`src/rtl/mips_register_file.sv`:
```
// MIPS general-purpose register file: 32 x 32-bit, one write port, two read ports.
// Reg 0 reads as zero; reads bypass a same-cycle write to the same index.
module mips_register_file #(
  parameter int DATA_WIDTH = 32,
  parameter int ADDR_WIDTH = 5,
  localparam int NUM_REGS  = 2 ** ADDR_WIDTH
) (
  input  logic                  clk,
  input  logic                  reset,
  input  logic                  reg_write,
  input  logic [ADDR_WIDTH-1:0] write_reg,
  input  logic [DATA_WIDTH-1:0] write_data,
  input  logic [ADDR_WIDTH-1:0] read_reg1,
  input  logic [ADDR_WIDTH-1:0] read_reg2,
  output logic [DATA_WIDTH-1:0] read_data1,
  output logic [DATA_WIDTH-1:0] read_data2,
  output logic [NUM_REGS-1:0]   write_onehot
);

  logic [DATA_WIDTH-1:0] regs_q [NUM_REGS];
  logic [DATA_WIDTH-1:0] regs_d [NUM_REGS];

  // Decode the destination index into one-hot enables; bit 0 never fires.
  always_comb begin
    write_onehot = '0;
    for (int i = 1; i < NUM_REGS; i++) begin
      write_onehot[i] = reg_write && (write_reg == ADDR_WIDTH'(i));
    end
  end

  // Next register state: only the enabled register takes write_data.
  always_comb begin
    regs_d = regs_q;
    for (int i = 1; i < NUM_REGS; i++) begin
      if (write_onehot[i]) begin
        regs_d[i] = write_data;
      end
    end
  end

  // Register array with asynchronous clear; reset wins over a write.
  always_ff @(posedge clk or posedge reset) begin
    if (reset) begin
      regs_q <= '{default: '0};
    end else begin
      regs_q <= regs_d;
    end
  end

  // Read ports: zero for index 0 or during reset, else bypass or array.
  always_comb begin
    read_data1 = '0;
    read_data2 = '0;
    if (!reset && (read_reg1 != '0)) begin
      read_data1 = write_onehot[read_reg1] ? write_data
                                           : regs_q[read_reg1];
    end
    if (!reset && (read_reg2 != '0)) begin
      read_data2 = write_onehot[read_reg2] ? write_data
                                           : regs_q[read_reg2];
    end
  end

endmodule
```
`config.mk`:
```
export PLATFORM = sky130hd
export DESIGN_NAME = mips_register_file
export DESIGN_NICKNAME = d
export VERILOG_FILES = /design/src/rtl/mips_register_file.sv
export SDC_FILE = /design/constraint.sdc
export NUM_CORES = 2
export LEC_CHECK = 0
export ABC_AREA = 1
export CAP_MARGIN = 5
export CELL_PAD_IN_SITES_DETAIL_PLACEMENT = 1
export CELL_PAD_IN_SITES_GLOBAL_PLACEMENT = 2
export CORE_UTILIZATION = 38
export CTS_BUF_LIST = sky130_fd_sc_hd__clkbuf_4
export CTS_CLUSTER_DIAMETER = 30
export DETAILED_ROUTE_END_ITERATION = 6
export PLACE_DENSITY = 0.85
export SLEW_MARGIN = 10
export SYNTH_ARGS = -nofsm -noshare
export SYNTH_HDL_FRONTEND = slang
export SYNTH_SLANG_ARGS = --single-unit
export TNS_END_PERCENT = 50
```
`constraint.sdc`:
```
create_clock -name clk -period 43.9 [get_ports clk]
set_clock_uncertainty 0.15 [all_clocks]
set_input_delay 8.78 -clock clk [delete_from_list [all_inputs] [get_ports clk]]
set_output_delay 8.78 -clock clk [all_outputs]
set_load 0.01 [all_outputs]
```
==> summary.md <==
| Metric | Value |
|---|---|
| DRC Markers | 0 |
| Cell with the most instances after synthesis | nand2_1 |
| Max cap viols | 0 |
| Final hold vios | 0 |
| Worst Hold Path Cells | 2 |
| Worst Setup Slack, final | around 21 ns |
| Initial antenna violation count | 15 |
| Max Clk Rate | about 44 MHz |
| Yosys cell types | 28 |
| Post-CTS setup repair buffer count | 0 |
| Post-synth top area cell | dfrtp_1 |
| Post_cts resized | 0 |
| Critical Path End Type | output port |
| Root buffer cell | clkbuf_4 |
| Crit Reg-Reg Endpoint | regs_q[417] |
| CP max stage delay | 0.90 ns |
| Post-synth EDFFs | 0 |
| Most frequent cells after synthesis | nand2_1, o21ai_0, dfrtp_1 |
| Fin Setup TNS | 0 ns |
| Area share of the largest cell type after synthesis | between 40% and 50% |
| Syn Inst Count | roughly 7400 |
| Final min period | approximately 23 ns |
| Total wire length | ~270000 um |
| Fin crit share | about half |
| Num CTS Buffers | approximately 340 |
| Clock Latency Late Sink | around 1.3 ns |
| Mean area per synthesized cell | between 7 and 8 sq um |
| GRT Residual Overflow | 0 |
| CTS Buffer Depth | 4 |
| Final slew viol count | 0 |
| Slew @ Worst Pin | about 1.3 ns |
| Setup violators final | 0 |
| Synth warn | 0 |
| Clock transition at path regs | ~0.05 ns |
| Per-cell routed wire length | approximately 28 um |
| Slew Limit Headroom | 15.8% |
| Synth area leaders | dfrtp_1, nand2_1, o21ai_0, a21oi_1, nand3_1 |
| Post-synthesis simple-gate area fraction | approximately a fifth |
| Ports | about 150 |
| Final Cell Area | ~60000 sq um |
| Post-DP HPWL | around 160000 um |
| Core area | 142000 sq um |
| Register area share after synthesis | 45.7% |
| Share of layout cells above drive strength 1 | about a tenth |
| CTS sink cnt | 992 |
| Drt first pass iters | 5 |
| PortBufs | between 100 and 150 |
| Post-synthesis mux area share | 0% |
| First-pass GRT wire length | 396000 um |
| Placed Area | approximately 57000 sq um |
| Top_reg_cell synth | dfrtp_1 |
| Cell Rows | 138 |
| Synth async-reset ratio | 100% |
| Die W | around 380 um |
| Most used cell, CP | nand2_1 |
| DRT antenna net count | 0 |
| Via Count | 57672 |
| Largest family of logic cells by synthesized area | compound AO/OA/AOI/OAI gates |
| Syn Nets | ~7500 |
| Synth Area in XOR/XNOR | 0% |
| Syn Std Cell Area | between 50000 and 60000 sq um |
| Critical path class | input port to output port |
| H-Tree Depth | 5 |
| RSZ-0062 raised after global routing | no |
| CTS tree | yes |
| Via/cell ratio | ~6.1 |
| Largest net degree at the start of global routing | 150 |
| R2R setup slack | roughly 43 ns |
| Die height | between 300 and 400 um |
| Hold Path End | regs_q[820] |
| Critical Path Start Type | input port |
| FILL cells | between 15000 and 20000 |
| Synth Area in Compound Gates | 25.0% |
| Biggest regs | regs_q: 992 flops |
| #FFs+latches synth | just under 1000 |
| Cell Pwr Density | around 45 nW/um^2 |
| 1st-iter DRT viols | between 6000 and 7000 |
| Total Routing Usage GR | 36.6% |
| Min-Delay Startpoint | regs_q[820] |
| Adder-cell area share of the yosys netlist | 0% |
| Maximum fanout along the worst path | 42 |
| Post-place setup slack | 21.45 ns |
| Post-Route Utilization | 42.9% |
| Die ar. | approximately 140000 sq um |
| CP max-delay cell | nand2_2 |
| Largest Register | regs_q |
| Cell-by-cell trace of the critical path | clkdlybuf4s50_1 > nand2_2 > inv_2 > nand2_4 > buf_4 > nand2_1 > nand3_1 > nand2_1 > nand3_1 > nand2_1 > nand2_1 > nand2_2 > nor2_1 > nor2_1 > clkdlybuf4s50_1 |
| Post-CTS Hold Buffers | 0 |
| GP Congestion | approximately 0.91 |
| Synth-to-Final Area Change | 11.9% |
| Critical Path RT | ~35 ns |
| Largest register FFs | approximately 1000 |
| Vias in the first global route | approximately 58000 |
| Initial Utilization | 38.3% |
| Outcome | completed |
| Worst r2r src | regs_q[417] |
| Fin nets | approximately 7400 |
| Peak supply drop | 29.0 uV |
| Crit path DAT | ~14 ns |
| Leak | ~28 nW |
| Min-Delay Path Class | flip-flop to flip-flop |
| Reg2reg path depth | 2 |
## power by group
| part | leakage [nW] | switching, mW | internal, mW |
|---|---|---|---|
| registers | 12.7 | 0.128 | 1.09 |
| logic | 12.4 | 0.378 | 0.176 |
| clock network | 2.40 | 0.462 | 0.510 |
| total | 27.5 | 0.968 | 1.78 |
## per-layer routing
layer | vias up | global-route usage (%) | wire, um
li1 | 24970 | - | -
met1 | 28796 | 48.1 | 110000
met2 | 3076 | 56.1 | 118000
met3 | 824 | 6.80 | 23300
met4 | 6 | 21.6 | 16800
met5 | - | 0 | 42
## worst max-delay path: cells and delay by family
| family | cells | cell delay, ns |
|---|---|---|
| buffers and inverters | 4 | 2.14 |
| AND/OR/NAND/NOR | 11 | 2.74 |
## cells in the final DEF (no fill, tap or decap)
master and instances:
nand3_4 3, o221ai_1 5, clkdlybuf4s50_1 138, nor2_1 183, o21ai_0 1464, diode_2 18
o211ai_1 247, clkinv_1 63, clkbuf_4 459, nand3_1 378, nand2_2 6, o2111ai_1 166
inv_1 466, nor2_2 4, nor2_4 14, nor3_2 1, bufinv_16 5, or2_2 8
inv_4 2, a21oi_1 524, o22ai_1 21, nand2_8 1, dfrtp_1 992, inv_6 4
clkinv_2 29, buf_6 4, nand2_1 2101, conb_1 1, inv_2 14, o21ai_1 21
nand3_2 4, buf_8 2, o21a_1 9, buf_12 8, nand4_1 58, nand2_4 21
inv_8 1, clkinvlp_4 1, buf_4 142
## worst max path at each step
stage | start | endpoint | slack, ns | cells after the start
2_1_floorplan | reset | read_data2[10] | 4.47 | 6
3_3_place_gp | write_reg[4] | read_data1[27] | 21.49 | 15
3_5_place_dp | write_reg[4] | read_data1[27] | 21.45 | 15
4_1_cts | write_reg[4] | read_data1[27] | 21.43 | 15
5_1_grt | write_reg[4] | read_data1[27] | 21.17 | 15
6_report | write_reg[4] | read_data1[27] | 21.19 | 15
## kinds of logic (layout without fill, tap and decap cells)
group | Yosys count | count (layout)
AND/OR/NAND/NOR | 2782 | 2782
flip-flops | 992 | 992
AO/OA/AOI/OAI | 2457 | 2457
other | 1 | 19
buffers and inverters | 1192 | 1338
## area by class of cell
cell class	count	area, sq um	share of cell area (%)
timing repair buffer	294	2680	4.41
antenna	18	45.0	0.0740
tap	1890	2360	3.89
inverter	486	1860	3.05
clock buffer	459	3450	5.66
sequential	992	24800	40.8
clock inverter	99	543	0.893
multi-input combinational	5240	25100	41.2
## per-stage QoR
| step | power, mW | hold WS (ns) | instances |
|---|---|---|---|
| floorplan | 1.55 | 0.303 | 7424 |
| global placement | 1.74 | 0.315 | 8902 |
| detailed placement | 1.77 | 0.323 | 8902 |
| CTS | 2.74 | 0.336 | 9460 |
| global route | 2.89 | 0.353 | 9467 |
| finish | 2.74 | 0.332 | 9478 |
Power figures use the tool's default switching activity.
